===== src/rtl/bus_pkg.sv =====
// bus_pkg: shared state encoding, command record and strobe levels for the bus cycle arbiter
package bus_pkg;
    localparam int BUS_ADDR_W = 20;
    localparam int BUS_DATA_W = 8;
    localparam logic STROBE_IDLE = 1'b1;
    localparam logic STROBE_ACT = 1'b0;
    typedef enum logic [5:0] {
        IDLE = 6'b000001,
        T1   = 6'b000010,
        T2   = 6'b000100,
        T3   = 6'b001000,
        TW   = 6'b010000,
        T4   = 6'b100000
    } bus_state_t;
    typedef struct packed {
        logic [BUS_ADDR_W-1:0] addr;
        logic iom;
        logic write;
        logic [BUS_DATA_W-1:0] wdata;
    } bus_cmd_t;
endpackage


===== src/rtl/rr_arbiter.sv =====
// rr_arbiter: round-robin pick starting one past the last winner
module rr_arbiter #(
    parameter int NREQ = 2,
    parameter int PW = NREQ > 1 ? $clog2(NREQ) : 1
) (
    input  logic [NREQ-1:0] req,
    input  logic [PW-1:0]   ptr,
    output logic [NREQ-1:0] win,
    output logic            any_valid
);
    // walk from farthest to nearest so the slot right after ptr ends up winning
    always_comb begin
        win = '0;
        for (int o = NREQ; o >= 1; o--) begin
            if (req[(int'(ptr) + o) % NREQ]) win = NREQ'(1) << ((int'(ptr) + o) % NREQ);
        end
    end
    assign any_valid = |req;
endmodule


===== src/rtl/bus_cycle_arbiter.sv =====
// bus_cycle_arbiter: round-robin T1..T4 bus cycle engine for an 8086 min-mode local bus.
// Define WAIT_TIMEOUT_EN to abort cycles that sit in wait states for TIMEOUT cycles.
module bus_cycle_arbiter
    import bus_pkg::*;
#(
    parameter int NREQ = 2,
    parameter int ADDR_W = BUS_ADDR_W,
    parameter int DATA_W = BUS_DATA_W,
    parameter int TIMEOUT = 15
) (
    input  logic                   CLK,
    input  logic                   RESET,
    input  logic [NREQ-1:0]        req,
    input  logic [NREQ*ADDR_W-1:0] req_addr,
    input  logic [NREQ-1:0]        req_iom,
    input  logic [NREQ-1:0]        req_write,
    input  logic [NREQ*DATA_W-1:0] req_wdata,
    output logic [NREQ-1:0]        gnt,
    output logic [NREQ-1:0]        done,
    output logic [DATA_W-1:0]      rdata,
    output logic                   err,
    output logic                   ALE,
    output logic                   IOM,
    output logic [ADDR_W-1:0]      Address,
    output logic                   RD,
    output logic                   WR,
    output logic [DATA_W-1:0]      DataOut,
    output logic                   DataOE,
    input  logic [DATA_W-1:0]      DataIn,
    input  logic                   READY
);
    localparam int PW = NREQ > 1 ? $clog2(NREQ) : 1;
    bus_state_t state, nxt;
    bus_cmd_t cmd, sel;
    logic [NREQ-1:0] win, owner;
    logic [PW-1:0] ptr, win_idx;
    logic any_valid, timeout, strobe, drive;
    rr_arbiter #(.NREQ(NREQ), .PW(PW)) u_arb (
        .req(req),
        .ptr(ptr),
        .win(win),
        .any_valid(any_valid)
    );
    always_comb begin
        win_idx = '0;
        sel = '0;
        for (int i = 0; i < NREQ; i++) begin
            if (win[i]) begin
                win_idx = PW'(i);
                sel = '{addr: req_addr[i*ADDR_W +: ADDR_W], iom: req_iom[i],
                        write: req_write[i], wdata: req_wdata[i*DATA_W +: DATA_W]};
            end
        end
    end
`ifdef WAIT_TIMEOUT_EN
    localparam int CW = $clog2(TIMEOUT + 1) > 4 ? $clog2(TIMEOUT + 1) : 4;
    logic [CW-1:0] wcnt;
    always_ff @(posedge CLK)
        wcnt <= (RESET || nxt == T3) ? '0 : (state == TW) ? wcnt + 1'b1 : wcnt;
    assign timeout = state == TW && !READY && wcnt == CW'(TIMEOUT - 1);
`else
    // without the watchdog TIMEOUT has no effect and wait states last until READY
    assign timeout = TIMEOUT < 0;
`endif
    always_comb begin
        nxt = state;
        case (state)
            IDLE:    nxt = any_valid ? T1 : IDLE;
            T1:      nxt = T2;
            T2:      nxt = T3;
            T3, TW:  nxt = (READY || timeout) ? T4 : TW;
            default: nxt = IDLE;
        endcase
    end
    assign strobe = nxt == T2 || nxt == T3 || nxt == TW;
    assign drive = strobe || nxt == T4;
    assign Address = cmd.addr;
    assign IOM = cmd.iom;
    always_ff @(posedge CLK) begin
        if (RESET) begin
            state <= IDLE;
            ptr <= PW'(NREQ - 1);
            cmd <= '0;
            owner <= '0;
            gnt <= '0;
            done <= '0;
            err <= 1'b0;
            rdata <= '0;
            ALE <= 1'b0;
            RD <= STROBE_IDLE;
            WR <= STROBE_IDLE;
            DataOut <= '0;
            DataOE <= 1'b0;
        end else begin
            state <= nxt;
            gnt <= nxt == T1 ? win : '0;
            done <= nxt == T4 ? owner : '0;
            err <= nxt == T4 && timeout;
            ALE <= nxt == T1;
            RD <= (strobe && !cmd.write) ? STROBE_ACT : STROBE_IDLE;
            WR <= (strobe && cmd.write) ? STROBE_ACT : STROBE_IDLE;
            DataOE <= drive && cmd.write;
            if (nxt == T1) begin
                cmd <= sel;
                owner <= win;
                ptr <= win_idx;
            end
            if (nxt == T2 && cmd.write) DataOut <= cmd.wdata;
            if ((state == T3 || state == TW) && READY && !cmd.write) rdata <= DataIn;
        end
    end
endmodule

===== config.mk =====
export PLATFORM = sky130hd
export DESIGN_NAME = bus_cycle_arbiter
export DESIGN_NICKNAME = d
export VERILOG_FILES = /design/src/rtl/bus_pkg.sv /design/src/rtl/rr_arbiter.sv /design/src/rtl/bus_cycle_arbiter.sv
export SDC_FILE = /design/constraint.sdc
export NUM_CORES = 1
export LEC_CHECK = 0
export BUFFER_PORTS_ARGS = -buffer_cell sky130_fd_sc_hd__buf_4
export CORE_AREA = 2 2 67 101
export CTS_CLUSTER_SIZE = 24
export DETAILED_ROUTE_END_ITERATION = 8
export DIE_AREA = 0 0 69 103
export GPL_ROUTABILITY_DRIVEN = 0
export GPL_TIMING_DRIVEN = 1
export PLACE_DENSITY = 0.82
export SLEW_MARGIN = 15
export SYNTH_ARGS = -nofsm -noshare
export SYNTH_HDL_FRONTEND = slang
export SYNTH_SLANG_ARGS = --single-unit

===== constraint.sdc =====
create_clock -name CLK -period 2.4 [get_ports CLK]
set_clock_uncertainty 0.15 [all_clocks]
set_input_delay 0.48 -clock CLK [delete_from_list [all_inputs] [get_ports CLK]]
set_output_delay 0.48 -clock CLK [all_outputs]
set_load 0.01 [all_outputs]

Word-level counts from Yosys, hierarchy flattened --
Cells that the tools add are included.
Word-level totals: logic and storage cells 66, flip-flop bits (word level) 63, output and inout bits 46
Operators by class: reductions and logical operators 15, equality and inequality tests 10, $add $sub $neg 2, shift-type cells 2, bitwise gates (word level) 4, mux-type cells 16, order comparisons 2
Operator list (count):
- 1-bit by 32-bit left shift with 2-bit output, first input constant | 2
- 30-bit 2-to-1 mux | 2
- 6-bit one-hot mux with 4 select lines | 1
- 6-bit by 2-bit == test with 1-bit output, second input constant | 2
- 6-bit by 3-bit == test with 1-bit output, second input constant | 2
- 6-bit by 4-bit == test with 1-bit output, second input constant | 2
- 6-bit by 5-bit == test with 1-bit output, second input constant | 2
- 1-bit 2-to-1 mux | 9
- 2-bit OR reduction | 4
- 6-bit by 1-bit == test with 1-bit output, second input constant | 1
- 6-bit == test, second input constant | 1
- 1-bit logical AND | 6
- 2-bit by 3-bit less-than comparator with 1-bit output, second input constant | 2
- 2-bit 2-to-1 mux | 3
- 6-bit 2-to-1 mux | 1
- 1-bit logical OR | 4
- 1-bit adder, second input constant | 2
- 1-bit bitwise AND, first input constant | 2
- 1-bit inverter | 2
- 1-bit logical NOT | 1

Logic depth before layout (Yosys ltp) --
Gate-level depths: netlist (run 1).
depth in word-level cells 9, depth in mapped cells 6, depth with buffers taken out 3

By module --
Synthesis (run 1) repeated with hierarchy kept, for this count alone.
Unflattened totals: cell total of the unflattened synthesis 310, area, all modules 2960.3 µm²
By module, submodules not included:
- bus_cycle_arbiter | sequential area each 1261.2 µm², instances 1, cells each 306, area an instance 2935.3 µm²
- rr_arbiter | sequential area each 0.0 µm², instances 1, cells each 4, area an instance 25.0 µm²

Least setup slack after synthesis (run 1) --
Ideal clock, no wire load.
path kind input to register, start input req[0], end register cmd (netlist bit Address[0]), slack 0.654 ns, arrival time 1.511 ns, stages 6, required time 2.164 ns, setup time 0.086 ns, cells stage by stage clkbuf_1 -> or2_0 -> clkbuf_1 -> clkbuf_1 -> a31oi_1 -> a211oi_1
On the way: word-level cells in the longest chain between the ends 7
Ends and longest elaborated chain:
- start, declared | line bus_cycle_arbiter.sv:13 | input logic [NREQ-1:0] req,
- 1-bit 2-to-1 mux (not written as such) (3 in a row) | line rr_arbiter.sv:15 | if (req[(int'(ptr) + o) % NREQ]) win = NREQ'(1) << ((int'(ptr) + o) % NREQ);
- 2-bit 2-to-1 mux (2 in a row) | line rr_arbiter.sv:15
- 30-bit 2-to-1 mux (2 in a row) | line bus_cycle_arbiter.sv:48 | if (win[i]) begin
- end signal, assigned | line bus_cycle_arbiter.sv:104 | cmd <= sel;
- end, declared | line bus_cycle_arbiter.sv:34 | bus_cmd_t cmd, sel;
Parallel ways exist; a longest one is shown, timed or not. The select of a mux whose other input is x is not followed. A chain may end at the register's enable or synchronous reset.

Worst setup path after layout (run 1) --
start register state[3], end register cmd[4] (netlist bit)
On the way: word-level cells in the longest chain between the ends 4
Ends and longest elaborated chain:
- start, declared | line bus_cycle_arbiter.sv:33 | bus_state_t state, nxt;
- start signal, assigned | line bus_cycle_arbiter.sv:95 | state <= nxt;
- 6-bit by 4-bit == test with 1-bit output or 6-bit by 5-bit == test with 1-bit output (tied branches) | line bus_cycle_arbiter.sv:67 | case (state)
- 2-bit OR reduction | line bus_cycle_arbiter.sv:67
- 6-bit one-hot mux with 4 select lines (*) | line bus_cycle_arbiter.sv:67
- 6-bit by 2-bit == test with 1-bit output (*) | line bus_cycle_arbiter.sv:103 | if (nxt == T1) begin
Mark *: on every way between the ends. The rest lies on a longest branch, timed or not.

==> results of run 1 <==
[metal layers]
| metal | up-vias | part of all wire, % |
|---|---|---|
| met5 | - | 0 |
| met4 | 0 | 2.4 |
| met3 | 14 | 3.4 |
| met2 | 69 | 56 |
| met1 | 1286 | 39 |
| li1 | 1312 | - |
[registers in the layout, summed over array words and instances (netlist names)]
register,count
RD,1
DataOut,8
Address,20
DataOE,1
cmd,9
ALE,1
owner,2
rdata,8
IOM,1
state,6
gnt,2
WR,1
ptr,1
done,2
[cell families (layout without fill, tap and decap cells)]
family,Yosys count,after routing,synth area share (%)
compound gates,99,99,25.8
flops,63,63,43.6
mux,16,16,5.53
xor+xnor,2,2,0.605
simple gates,69,69,12.7
other cells,1,1,0.130
buf+inv,61,144,11.7
[final cells by class]
cell class | count | area (um2)
fill | 567 | 2460
multi-input combinational | 187 | 1310
sequential | 63 | 1260
timing repair buffer | 126 | 946
clock buffer | 10 | 138
tap | 76 | 95.1
clock inverter | 6 | 83.8
inverter | 2 | 7.51
[layout by cell type (no fill, tap or decap), types with 2 or more instances in the layout]
cell       instances
mux2i_1           16
nand2_1           38
nand2b_1           2
or3_1              2
and2_1             2
a21oi_1            2
nor4_1             2
nor3b_1            2
clkinv_2           3
and4_1             3
a32oi_1           30
clkbuf_8          10
a211oi_1          30
inv_1              2
a31oi_1           31
o32ai_1            3
xnor2_1            2
nor2_1             5
bufinv_16          2
dfxtp_1           63
and3_1             4
buf_4            126
[power by group]
group          internal [uW]  total [uW]  switching (uW)  leakage, uW
Sequential              1150        1210            62.9     0.000516
Clock                    609        1010             401     0.000116
Combinational            301         611             310     0.000939
Total                   2060        2830             774      0.00157
[critical path: stages, from the launching register on]
cell,delay (ns)
dfxtp_1,0.39
nor3_2,0.26
and3_1,0.91
a211oi_1,0.18
[path summary, 6_finish.rpt]
| check | endpoint | slack, ns | cells after the start |
|---|---|---|---|
| hold reg to reg | DataOut[4] | 0.31 | 2 |
| hold / removal | state[4] | 0.20 | 2 |
| setup / recovery | cmd[4] | 0.31 | 3 |
| setup reg to reg | cmd[4] | 0.31 | 3 |
[stage by stage]
stage | worst slack [ns] | hold slack (ns)
final | 0.314 | 0.198
after global placement | 0.309 | 0.294
after floorplan | 0.654 | 0.280
after CTS | 0.295 | 0.195
after global routing | 0.141 | 0.203
after detailed placement | 0.247 | 0.305
==> impl_results.md, run 1 <==
- Die area: 7110 um2
- Final setup vio count: 0
- Synth warn: 0
- Seq/Total Area, Yosys: between 40% and 50%
- Leakage dissipation: approximately 0.0016 uW
- M3 GR Usage: 3.71%
- CTS HTree Levels: 3
- CP endpoint kind: flop
- Met2 Track Usage GR: 39.6%
- Routed WL: roughly 7.6 mm
- Max Slew Vio Count: 0
- CTS buffer count: 9
- ANT cells: 0
- First-pass GRT wire length: about 12 mm
- DIE WIDTH: 69 um
- Most frequent cell after synthesis: dfxtp_1
- Final net count: 462
- Commonest cells post-synth: dfxtp_1 (63), nand2_1 (38), a31oi_1 (31)
- CP Launch Type: flop
- Rows: 36
- P&R area growth vs syn: 32.7%
- Worst R2R Start: state[3]
- Detailed-route via count: 2681
- EDFF count, synth: 0
- RSZ-0062 raised after global routing: false
- TNS Setup: 0 ns
- Slew HR: 27.9%
- Ys async rst share: 0%
- First DRT Iteration DRCs: 101
- # hold bufs at CTS: 0
- Run status: complete, no violations
- Critical Path RT: 2.40 ns
- Final Util: about three fifths
- Post-DRT Antenna Nets: 0
- Num ports: 119
- Number of I/O port buffers: 117
- Final Non-Filler Cells: 470
- Core area: 6310 um2
- Router iterations before antenna repair: 4
- Pwr Total: 2830 uW
- CP startpoint: state[3]
- Inst Count DP: 454
- Synth top area share: around 44%
- Hold/Removal Path Class: in -> reg
- GRT Overall Usage: 20.7%
- Chip Height: 103 um
- PwrDens: 736 nW/um2
- Synth Register Bits: 63
- Via-per-instance ratio: 5.70
- Worst-Margin Slew: 1.08 ns
- CTS Buffer Depth: 2
- Wirelength per Cell: 16.2 um
- Gr ovfl total: 0
- Worst-path clk slew: 0.07 ns
- Root buf cell: clkbuf_8
- Fin area: 3840 um2
- CTS tree: built
- Hold Path Origin: READY
- Share of cells above drive strength 1: a little under two fifths
- GR Util met1: 22.2%
- Synth area leader: dfxtp_1
- Initial Utilization: 45.9%
- Post-CTS setup buffers: 0
- Post-synthesis cell type count: 34
- Syn Inst Count: 311
- Syn nets: 384
- Post-layout min period: about 2.1 ns
- Largest net degree at the start of global routing: 40
- Detailed Place HPWL: 5.30 mm
- DRC violations left: 0
- VDD IR max: 0.361 mV
- Dominant cells by area after synthesis: dfxtp_1 (44%), a32oi_1 (9.1%), a211oi_1 (7.8%)
- Syn Area/Cell: between 9 and 10 um2
- Post_cts resized: 0
- Crit Path Class: reg -> reg
- CTS sink count: 63
- Max_cap viols: 0
- Post-Syn Area: roughly 2900 um2
- Fin. Hold Viols: 0
- CP Data Arrival Time: 2.09 ns
- Initial antenna violation count: 0
- Vias in the first global route: 2528
- Fmax: ~0.48 GHz
- Area post-placement: 3620 um2
- Worst-Skew Late Latency: 0.33 ns
- CP max FO: 30
- Gr busiest metal: met2
- Final period util: just under 90%
- Post-synth top flop: dfxtp_1
(Power assumes the default switching activity.)
==> run 2, diff against run 1 <==
Settings changed: CORE_AREA 2 2 67 101 to 2 2 73 92, DIE_AREA 0 0 69 103 to 0 0 75 94, PLACE_DENSITY 0.82 to 0.83.
==> impl_results.md, run 2 (synthesis gave the netlist of run 1 again) <==
- Final setup vio count: 0 (unchanged)
- Inst Count DP: 462 (+1.8%)
- Routed WL: 7.24 mm (-4.9%)
- Hold/Removal Path Class: in -> reg
- Fin area: 3790 um2 (-1.4%)
- CTS buffer count: 9 (unchanged)
- Final period util: 85.3% (-1.6 points)
- Worst Path Buf+Inv: 0 (unchanged)
- Die area: 7050 um2 (-0.80%)
- # hold bufs at CTS: 0 (unchanged)
- DRC violations left: 0 (unchanged)
- Max_cap viols: 0 (unchanged)
- First DRT Iteration DRCs: 168 (+66%)
- Num ports: 119 (unchanged)
- Chip Height: 94 um (-8.7%)
- Worst R2R Start: state[1]
- Most common cell after layout, fill and taps aside: buf_4
- Router iterations before antenna repair: 4 (unchanged)
- Leakage dissipation: 0.00154 uW (-2.3%)
- Most frequent cells in the layout: buf_4 (125), dfxtp_1 (63), nand2_1 (38)
- Worst path max stage delay: 0.88 ns (-0.03 ns)
- GRT Overall Usage: 21.2% (+0.53 points)
- Slew HR: 29.3% (+1.4 points)
- Fin. Hold Viols: 0 (unchanged)
- Fill count: 539 (-4.9%)
- RSZ-0062 raised after global routing: false
- Delay-heaviest family, CP: simple AND/OR/NAND/NOR gates
- Largest net degree at the start of global routing: 40 (unchanged)
- CP startpoint: state[1]
- Wirelength per Cell: 15.2 um (-6.0%)
- Number of I/O port buffers: 117 (unchanged)
- Core area: 6130 um2 (-2.9%)
- PwrDens: 687 nW/um2 (-6.7%)
- Worst-Margin Slew: 1.06 ns (-0.0210 ns)
- CTS tree: built
- Via-per-instance ratio: 5.58 (-2.3%)
- CP endpoint kind: flop
- CP Cell Sequence: nor3b_4, and3_1, a211oi_1
- Rows: 32 (-11%)
- Post-DRT Antenna Nets: 0 (unchanged)
- Post-CTS setup buffers: 0 (unchanged)
- Gr ovfl total: 0 (unchanged)
- VDD IR max: 0.382 mV (+5.8%)
- Max Slew Vio Count: 0 (unchanged)
- Final Non-Filler Cells: 476 (+1.3%)
- DIE WIDTH: 75 um (+8.7%)
- Root buf cell: clkbuf_8
- Final net count: 461 (-0.22%)
- First-pass GRT wire length: 11.6 mm (-2.6%)
- Initial antenna violation count: 0 (unchanged)
- Critical Path Slowest Stage Cell: and3_1
- ANT cells: 0 (unchanged)
- Run status: complete, no violations
- Multi-input gate area: 1310 um2 (unchanged)
- CTS HTree Levels: 3 (unchanged)
- Initial Utilization: 47.3% (+1.4 points)
- CTS sink count: 63 (unchanged)
- Area post-placement: 3620 um2 (+0.10%)
- Largest register FFs: 20 (unchanged)
- CP Launch Type: flop
- Worst-Skew Late Latency: 0.33 ns (about the same)
- Crit Path Class: reg -> reg
- Reg area: 1260 um2 (unchanged)
- Share of cells above drive strength 1: 36.6% (-0.99 points)
- Pwr Total: 2600 uW (-8.0%)
- Fmax: 0.489 GHz (+1.9%)
- CP max FO: 30 (unchanged)
- Post-layout min period: 2.05 ns (-0.0390 ns)
- TNS Setup: 0 ns (unchanged)
- P&R area growth vs syn: 30.9%
- Critical Path RT: 2.40 ns (about the same)
- Detailed Place HPWL: 5.08 mm (-4.2%)
- CTS Buffer Depth: 2 (unchanged)
- Post_cts resized: 0 (unchanged)
- Vias in the first global route: 2443 (-3.4%)
- CP Data Arrival Time: 2.05 ns (-0.04 ns)
- Hold Path Origin: READY
- Worst-path clk slew: 0.06 ns (about the same)
- Detailed-route via count: 2654 (-1.0%)
## run 2: worst register-to-register path: cells and delay by family, from the launching register on
kind             cells  cell delay (ns)
AO/OA/AOI/OAI        1             0.18
flip-flops           1             0.42
AND/OR/NAND/NOR      2             1.12
## run 2: final timing paths
check / to / slack, ns / cells after the start
setup / recovery: cmd[6] / 0.35 / 3
hold / removal: state[4] / 0.19 / 2
setup reg to reg: cmd[6] / 0.35 / 3
hold reg to reg: rdata[7] / 0.31 / 2
## run 2: layer usage
layer | wire length [um] | up-vias | track usage (%)
met5 | 0 | - | 0
met4 | 164 | 0 | 8.18
met3 | 516 | 17 | 7.73
met2 | 3570 | 99 | 33.3
met1 | 2980 | 1225 | 26.1
li1 | - | 1313 | -
## run 2: power by group
part	switching, uW	internal (uW)	total (uW)
registers	69.6	1150	1220
logic	307	300	606
clock network	361	419	780
total	738	1860	2600
## run 2: cell type report
cell class	count	share of cell area, %
Multi-Input combinational cell	187	34.6
Sequential cell	63	33.3
Timing Repair Buffer	125	24.8
Clock buffer	13	4.19
Tap cell	85	2.81
Inverter	2	0.198
Clock inverter	1	0.132
## run 2: per-stage QoR
stage | hold WS (ns) | setup WS, ns | utilization (%)
finish | 0.188 | 0.353 | 61.8
global route | 0.179 | 0.190 | 61.8
CTS | 0.177 | 0.333 | 61.8
detailed placement | 0.302 | 0.317 | 59.2
global placement | 0.293 | 0.369 | 59.2
floorplan | 0.280 | 0.654 | -
